--- config.mk ---
export PLATFORM = sky130hd
export DESIGN_NAME = panel_arbiter
export DESIGN_NICKNAME = d
export VERILOG_FILES = /design/src/rtl/panel_arb_pkg.sv /design/src/rtl/prio_pick.sv /design/src/rtl/panel_arbiter.sv
export SDC_FILE = /design/constraint.sdc
export NUM_CORES = 1
export LEC_CHECK = 0
export BUFFER_PORTS_ARGS = -buffer_cell sky130_fd_sc_hd__buf_4
export CAP_MARGIN = 20
export CORE_MARGIN = 2
export CORE_UTILIZATION = 47
export CTS_BUF_LIST = sky130_fd_sc_hd__clkbuf_4 sky130_fd_sc_hd__clkbuf_8
export DETAILED_ROUTE_END_ITERATION = 16
export PLACE_DENSITY = 0.88
export SLEW_MARGIN = 40
export SYNTH_ARGS = -nofsm -noshare
export SYNTH_HDL_FRONTEND = slang
export SYNTH_SLANG_ARGS = --single-unit
--- constraint.sdc ---
create_clock -name clk -period 5.01 [get_ports clk]
set_clock_uncertainty 0.1 [all_clocks]
set_input_delay 0.501 -clock clk [delete_from_list [all_inputs] [get_ports clk]]
set_output_delay 0.501 -clock clk [all_outputs]
set_load 0.01 [all_outputs]
--- src/rtl/panel_arb_pkg.sv ---
// ---------------------------------------------------------------------------
// panel_arb_pkg
// Shared definitions for the display panel arbiter:
//   - state_t        : arbiter FSM states (IDLE, OWN, BLANK)
//   - *_IDLE         : values driven onto the panel while nobody owns it
//   - *_DEF          : default MIN_HOLD / BLANK_CYCLES parameter values
// ---------------------------------------------------------------------------
package panel_arb_pkg;

  typedef enum logic [1:0] {
    IDLE  = 2'd0,
    OWN   = 2'd1,
    BLANK = 2'd2
  } state_t;

  // Idle panel: segments off, all digit cathodes and matrix rows
  // deasserted (active-low), no column colour.
  localparam logic [7:0] SEG_IDLE  = 8'h00;
  localparam logic [7:0] CAT_IDLE  = 8'hFF;
  localparam logic [7:0] HANG_IDLE = 8'hFF;
  localparam logic [7:0] RED_IDLE  = 8'h00;
  localparam logic [7:0] GRE_IDLE  = 8'h00;

  localparam int MIN_HOLD_DEF     = 16;
  localparam int BLANK_CYCLES_DEF = 2;

endpackage

--- src/rtl/prio_pick.sv ---
// ---------------------------------------------------------------------------
// prio_pick
// Fixed-priority encoder, index 0 highest. With mask_en set, only indices
// strictly below `limit` are eligible (used to look for requesters that
// outrank the current owner).
// Ports:
//   req     in  N   : request vector
//   mask_en in  1   : restrict eligibility to indices < limit
//   limit   in  IW  : exclusive upper bound on eligible indices
//   valid   out 1   : at least one eligible request
//   onehot  out N   : one-hot winner (all zero when !valid)
//   idx     out IW  : winner index (0 when !valid)
// ---------------------------------------------------------------------------
module prio_pick #(
  parameter int N  = 4,
  parameter int IW = 2
) (
  input  logic [N-1:0]  req,
  input  logic          mask_en,
  input  logic [IW-1:0] limit,
  output logic          valid,
  output logic [N-1:0]  onehot,
  output logic [IW-1:0] idx
);

  // Scan from the lowest priority upward so the last hit, the lowest
  // eligible index, is the one left standing.
  always_comb begin
    valid  = 1'b0;
    onehot = '0;
    idx    = '0;
    for (int i = N - 1; i >= 0; i--) begin
      if (req[i] && (!mask_en || (IW'(i) < limit))) begin
        valid     = 1'b1;
        onehot    = '0;
        onehot[i] = 1'b1;
        idx       = IW'(i);
      end
    end
  end

endmodule

--- src/rtl/panel_arbiter.sv ---
// ---------------------------------------------------------------------------
// panel_arbiter
// Grants the shared 7-segment bus and 8x8 bicolour matrix to one display
// source at a time. Between two owners the panel is held at idle values for
// BLANK_CYCLES cycles, then one IDLE cycle arbitrates the next owner.
//
// Handshake: req[i] is a level held by source i for as long as it wants the
// panel. gnt is registered and one-hot (or zero); source i owns the panel
// while gnt[i] is high, and the panel shows its slice from the following
// cycle's registered outputs. Dropping req[i] releases the panel on the next
// edge. There is no queueing: a losing request simply stays pending.
//
// Build option: PANEL_ARB_PREEMPT_EN -- when defined, a higher-priority
// request takes the panel away from the owner once the hold counter is 0.
// When undefined, the owner keeps the panel until it drops its own req.
//
// Ports:
//   clk, rst_n               : clock, async active-low reset
//   req       in  NREQ       : level requests, index 0 highest priority
//   seg_in/cat_in/hang_in/red_in/gre_in in 8*NREQ : per-source panel data
//   gnt       out NREQ       : registered one-hot grant
//   owner     out clog2(NREQ): current owner, meaningful while busy
//   busy      out 1          : grant held
//   seg/cat/hang/red/gre out 8 : registered panel outputs
//   dbg_state out 2          : FSM state (state_t encoding)
// ---------------------------------------------------------------------------
module panel_arbiter
  import panel_arb_pkg::*;
#(
  parameter int NREQ         = 4,
  parameter int MIN_HOLD     = MIN_HOLD_DEF,
  parameter int BLANK_CYCLES = BLANK_CYCLES_DEF
) (
  input  logic                      clk,
  input  logic                      rst_n,
  input  logic [NREQ-1:0]           req,
  input  logic [8*NREQ-1:0]         seg_in,
  input  logic [8*NREQ-1:0]         cat_in,
  input  logic [8*NREQ-1:0]         hang_in,
  input  logic [8*NREQ-1:0]         red_in,
  input  logic [8*NREQ-1:0]         gre_in,
  output logic [NREQ-1:0]           gnt,
  output logic [$clog2(NREQ)-1:0]   owner,
  output logic                      busy,
  output logic [7:0]                seg,
  output logic [7:0]                cat,
  output logic [7:0]                hang,
  output logic [7:0]                red,
  output logic [7:0]                gre,
  output logic [1:0]                dbg_state
);

  localparam int IW = $clog2(NREQ);
  localparam int HW = $clog2(MIN_HOLD + 1);
  localparam int BW = $clog2(BLANK_CYCLES + 1);

  state_t        state;
  logic [HW-1:0] hold_cnt;
  logic [BW-1:0] blank_cnt;

  assign dbg_state = state;

  // Arbitration among all requesters, used in IDLE.
  logic            win_valid;
  logic [NREQ-1:0] win_onehot;
  logic [IW-1:0]   win_idx;

  prio_pick #(
    .N  (NREQ),
    .IW (IW)
  ) u_pick_idle (
    .req     (req),
    .mask_en (1'b0),
    .limit   ({IW{1'b0}}),
    .valid   (win_valid),
    .onehot  (win_onehot),
    .idx     (win_idx)
  );

  // Preemption request: someone outranking the owner wants the panel and
  // the owner has served its minimum hold (counter value before decrement).
  logic preempt;

`ifdef PANEL_ARB_PREEMPT_EN
  logic            hi_valid;
  logic [NREQ-1:0] hi_onehot;
  logic [IW-1:0]   hi_idx;
  logic            unused_hi;

  prio_pick #(
    .N  (NREQ),
    .IW (IW)
  ) u_pick_hi (
    .req     (req),
    .mask_en (1'b1),
    .limit   (owner),
    .valid   (hi_valid),
    .onehot  (hi_onehot),
    .idx     (hi_idx)
  );

  assign unused_hi = ^{hi_onehot, hi_idx};
  assign preempt   = (hold_cnt == '0) && hi_valid;
`else
  assign preempt = 1'b0;
`endif

  // Source whose data is loaded into the panel registers this edge: the
  // new winner when coming out of IDLE, otherwise the current owner.
  logic [IW-1:0] sel_idx;
  logic [7:0]    sel_seg, sel_cat, sel_hang, sel_red, sel_gre;

  always_comb begin
    sel_idx  = (state == OWN) ? owner : win_idx;
    sel_seg  = seg_in [sel_idx*8 +: 8];
    sel_cat  = cat_in [sel_idx*8 +: 8];
    sel_hang = hang_in[sel_idx*8 +: 8];
    sel_red  = red_in [sel_idx*8 +: 8];
    sel_gre  = gre_in [sel_idx*8 +: 8];
  end

  logic release_now;
  assign release_now = !req[owner] || preempt;

  always_ff @(posedge clk or negedge rst_n) begin
    if (!rst_n) begin
      state     <= IDLE;
      gnt       <= '0;
      busy      <= 1'b0;
      owner     <= '0;
      hold_cnt  <= '0;
      blank_cnt <= '0;
      seg       <= SEG_IDLE;
      cat       <= CAT_IDLE;
      hang      <= HANG_IDLE;
      red       <= RED_IDLE;
      gre       <= GRE_IDLE;
    end else begin
      case (state)
        IDLE: begin
          if (win_valid) begin
            state    <= OWN;
            gnt      <= win_onehot;
            busy     <= 1'b1;
            owner    <= win_idx;
            hold_cnt <= HW'(MIN_HOLD);
            seg      <= sel_seg;
            cat      <= sel_cat;
            hang     <= sel_hang;
            red      <= sel_red;
            gre      <= sel_gre;
          end
        end

        OWN: begin
          if (hold_cnt != '0) begin
            hold_cnt <= hold_cnt - HW'(1);
          end
          if (release_now) begin
            state     <= BLANK;
            gnt       <= '0;
            busy      <= 1'b0;
            blank_cnt <= BW'(BLANK_CYCLES - 1);
            seg       <= SEG_IDLE;
            cat       <= CAT_IDLE;
            hang      <= HANG_IDLE;
            red       <= RED_IDLE;
            gre       <= GRE_IDLE;
          end else begin
            seg  <= sel_seg;
            cat  <= sel_cat;
            hang <= sel_hang;
            red  <= sel_red;
            gre  <= sel_gre;
          end
        end

        BLANK: begin
          // Loaded with BLANK_CYCLES-1 so the state lasts BLANK_CYCLES cycles.
          if (blank_cnt == '0) begin
            state <= IDLE;
          end else begin
            blank_cnt <= blank_cnt - BW'(1);
          end
        end

        default: begin
          state <= IDLE;
          gnt   <= '0;
          busy  <= 1'b0;
          seg   <= SEG_IDLE;
          cat   <= CAT_IDLE;
          hang  <= HANG_IDLE;
          red   <= RED_IDLE;
          gre   <= GRE_IDLE;
        end
      endcase
    end
  end

endmodule
==> metrics.md <==
| Metric | Value |
|---|---|
| Run status | finished clean |
| Wire per inst | 16.9 um |
| Met2 Wirelength | 5710 um |
| Power density over the cells | 546 nW/um^2 |
| Overall die height | 87.7 um |
| Top achievable clock speed | 366 MHz |
| Count of distinct cell types in the synthesized netlist | 43 |
| Post-synth EDFFs | 0 |
| Synth area leaders | sky130_fd_sc_hd__dfrtp_1, sky130_fd_sc_hd__dfstp_2, sky130_fd_sc_hd__nor2_1 |
| Final WS setup | 2.28 ns |
| Final Non-Filler Cells | 678 |
| Commonest register cell after synthesis | sky130_fd_sc_hd__dfrtp_1 |
| PortBufs | 214 |
| Post-route standard cell area excluding fillers | 4980 um^2 |
| Fin util | 0.734 |
| Proportion of layout cells with a drive suffix above 1 | 0.433 |
| Post-synth top area share | 0.266 |
| Initial cell density of the core | 0.485 |
| Number of sinks on the clock net | 51 |
| Worst setup path startpoint | dbg_state[0] |
| Final Hold Viols | 0 |
| Leading cell type in the layout, fill and taps excluded | sky130_fd_sc_hd__buf_4 |
| TritonCTS clock tree | built |
| Min cycle time layout | 2.73 ns |
| Via count of the first global-routing pass | 3790 |
| Highest-count cells in the layout ignoring fill and taps | sky130_fd_sc_hd__buf_4, sky130_fd_sc_hd__nor2_1, sky130_fd_sc_hd__dfrtp_1 |
| Count of TritonRoute iterations in the first routing pass | 4 |
| Hold-fix buffers, CTS | 0 |
| Synthesized area per cell | 8.44 um^2 |
| Count of mapped cells out of synthesis | 390 |
| Antenna violations before repair | 0 |
| Critical Path Start Type | flop |
| DR WL met3 | 822 um |
| Syn-to-layout area delta | 51.4% |
| Std-Cell Core Area | 6790 um^2 |
| Final number of setup-violating endpoints | 0 |
| Detailed placer's ending HPWL | 8530 um |
| Routed Wire Length | 11500 um |
| Layout fillers | 537 |
| Number of vias after detailed routing | 3887 |
| Row count | 30 |
| DRC violations left | 0 |
| Element type at the critical path end | flop |
| Count of cells along the worst register-to-register path | 7 |
| Worst-case vdd ir drop | 0.283 mV |
| Routed metal-1 wire length | 4610 um |
| Worst hold-check slack | 0.104 ns |
| Slew @ Worst Pin | 0.730 ns |
| Setup crit end | hang[0] |
| Global placement routability congestion | 0.811 |
| Total nets after synthesis | 557 |
| Top Metal Used | met4 |
| Number of buffers added for setup after CTS | 0 |
| Worst R2R End | hang[0] |
| First-pass GRT wire length | 17600 um |
| Async set-reset flop share out of synthesis | 1.00 |
| Pre-CTS setup slack | 1.91 ns |
| Die ar. | 7690 um^2 |
| Worst Hold Class | input pin to asynchronous set/reset pin |
| Total chip power | 2.72 mW |
| Horizontal die dimension | 87.7 um |
| Yosys synthesis warning count | 0 |
| Final total negative setup slack | 0 ns |
| Share of the clock period used by the worst path after layout | 0.545 |
| Critical path fanouts, max | 54 |
| Netlist area before placement | 3290 um^2 |
| Total inserted antenna cells | 0 |
| Count of instances resized after the clock tree is built | 0 |
| Max-cap violation count | 0 |
| Sum of overflow across all layers after global routing | 0 |
| Flops & latches, synth | 51 |
| Required @ worst endpoint | 5.16 ns |
| Sequential area share after synthesis | 0.394 |
| I/O pins | 215 |
| R2r setup slk | 2.28 ns |
| Global-route usage over all layers | 0.292 |
| Antenna viol nets, final | 0 |
| Clock root buffer | sky130_fd_sc_hd__clkbuf_8 |
| H-Tree Level Count | 2 |
| CTS Buf Count | 5 |
| Max-slew violation total from the final report | 0 |
| Post-CTS clock slew at the launch and capture registers of the worst setup and hold paths | 0.10 ns |
| Post-detailed-placement cell area | 4890 um^2 |
| Pin count of the biggest net entering global routing | 60 |
| Static Leak | 2.37 nW |
| Placed Cells incl. Taps | 669 |
| Type of the worst setup path | flop to flop |
| Clock latency on the worst-skew pair | 0.31 ns |
| Critical register-to-register path startpoint | dbg_state[0] |
| Relative slew slack | 0.512 |
| Data arrival time of the critical path | 2.88 ns |
| Routed vias/inst | 5.73 |
| Final net count | 748 |
| Setup repair after global routing missed its margin | false |
| Number of buffers on the longest clock path | 2 |
| Cell taking the most area after synthesis | sky130_fd_sc_hd__dfrtp_1 |
| DRC violation total after the first TritonRoute iteration | 197 |
==> critical path, stage by stage (launching register included) <==
cell	delay [ns]
sky130_fd_sc_hd__dfrtp_1	0.51
sky130_fd_sc_hd__nor2b_2	0.24
sky130_fd_sc_hd__and2_1	0.21
sky130_fd_sc_hd__nor2_4	0.47
sky130_fd_sc_hd__buf_4	0.53
sky130_fd_sc_hd__o221ai_1	0.26
sky130_fd_sc_hd__o21ai_0	0.14
sky130_fd_sc_hd__o22a_1	0.17
==> routing by layer <==
metal / vias to the layer above / global-route usage
met1: 1820 / 0.345
li1: 1836 / -
met5: - / 0
met3: 30 / 0.0660
met2: 201 / 0.513
met4: 0 / 0.116
==> Yosys cell counts, types with 2 or more instances <==
library cell,count
sky130_fd_sc_hd__a21oi_1,6
sky130_fd_sc_hd__nand2_1,31
sky130_fd_sc_hd__o21ai_0,30
sky130_fd_sc_hd__o21ai_1,3
sky130_fd_sc_hd__nor2_1,76
sky130_fd_sc_hd__a221oi_1,10
sky130_fd_sc_hd__and2_1,2
sky130_fd_sc_hd__inv_1,6
sky130_fd_sc_hd__dfrtp_1,35
sky130_fd_sc_hd__mux2i_1,5
sky130_fd_sc_hd__nor3_1,24
sky130_fd_sc_hd__o22a_1,16
sky130_fd_sc_hd__o221ai_1,5
sky130_fd_sc_hd__buf_2,11
sky130_fd_sc_hd__clkbuf_1,17
sky130_fd_sc_hd__o21a_1,11
sky130_fd_sc_hd__a211oi_1,23
sky130_fd_sc_hd__buf_6,4
sky130_fd_sc_hd__dfstp_2,16
sky130_fd_sc_hd__a22o_1,25
sky130_fd_sc_hd__a31oi_1,10
sky130_fd_sc_hd__a32o_1,3
==> power by group <==
part | switching [mW] | internal, mW
Combinational | 0.916 | 0.781
Clock | 0.136 | 0.102
Sequential | 0.141 | 0.644
Total | 1.19 | 1.53
==> final cells by class <==
type                            instances  area, um^2  area share
Multi-Input combinational cell        299        1830       0.367
Sequential cell                        51        1300       0.260
Timing Repair Buffer                  217        1630       0.327
Clock inverter                          2        8.76     0.00176
Tap cell                               96         120      0.0241
Clock buffer                            6        76.3      0.0153
Inverter                                7        26.3     0.00527
==> worst min-delay path by stage <==
| stage | from | to | slack, ns | depth (start not counted) |
|---|---|---|---|---|
| 6_report | rst_n | gnt[2] | 0.10 | 1 |
| 5_1_grt | rst_n | owner[0] | 0.14 | 1 |
| 4_1_cts | rst_n | gnt[2] | 0.13 | 1 |
| 3_5_place_dp | red[6] | red[6] | 0.37 | 2 |
| 3_3_place_gp | red[6] | red[6] | 0.37 | 2 |
| 2_1_floorplan | rst_n | blank_cnt[0] | 0.11 | 0 |
==> cell families after synthesis <==
group / count (synthesis) / share of synthesized area
buffers and inverters: 40 / 0.0601
muxes: 7 / 0.0255
adders and majority gates: 1 / 0.00380
AOI/OAI and AO/OA: 152 / 0.343
DFF: 51 / 0.394
and+or+nand+nor: 139 / 0.174
==> state kept, by name (all words and copies together) (netlist names) <==
name and flops:
blank_cnt 2, red 8, gre 8, seg 8, dbg_state 2, cat 8
gnt 4, owner 2, hang 8, busy 1
No activity file was read; power rests on OpenSTA's default activity.
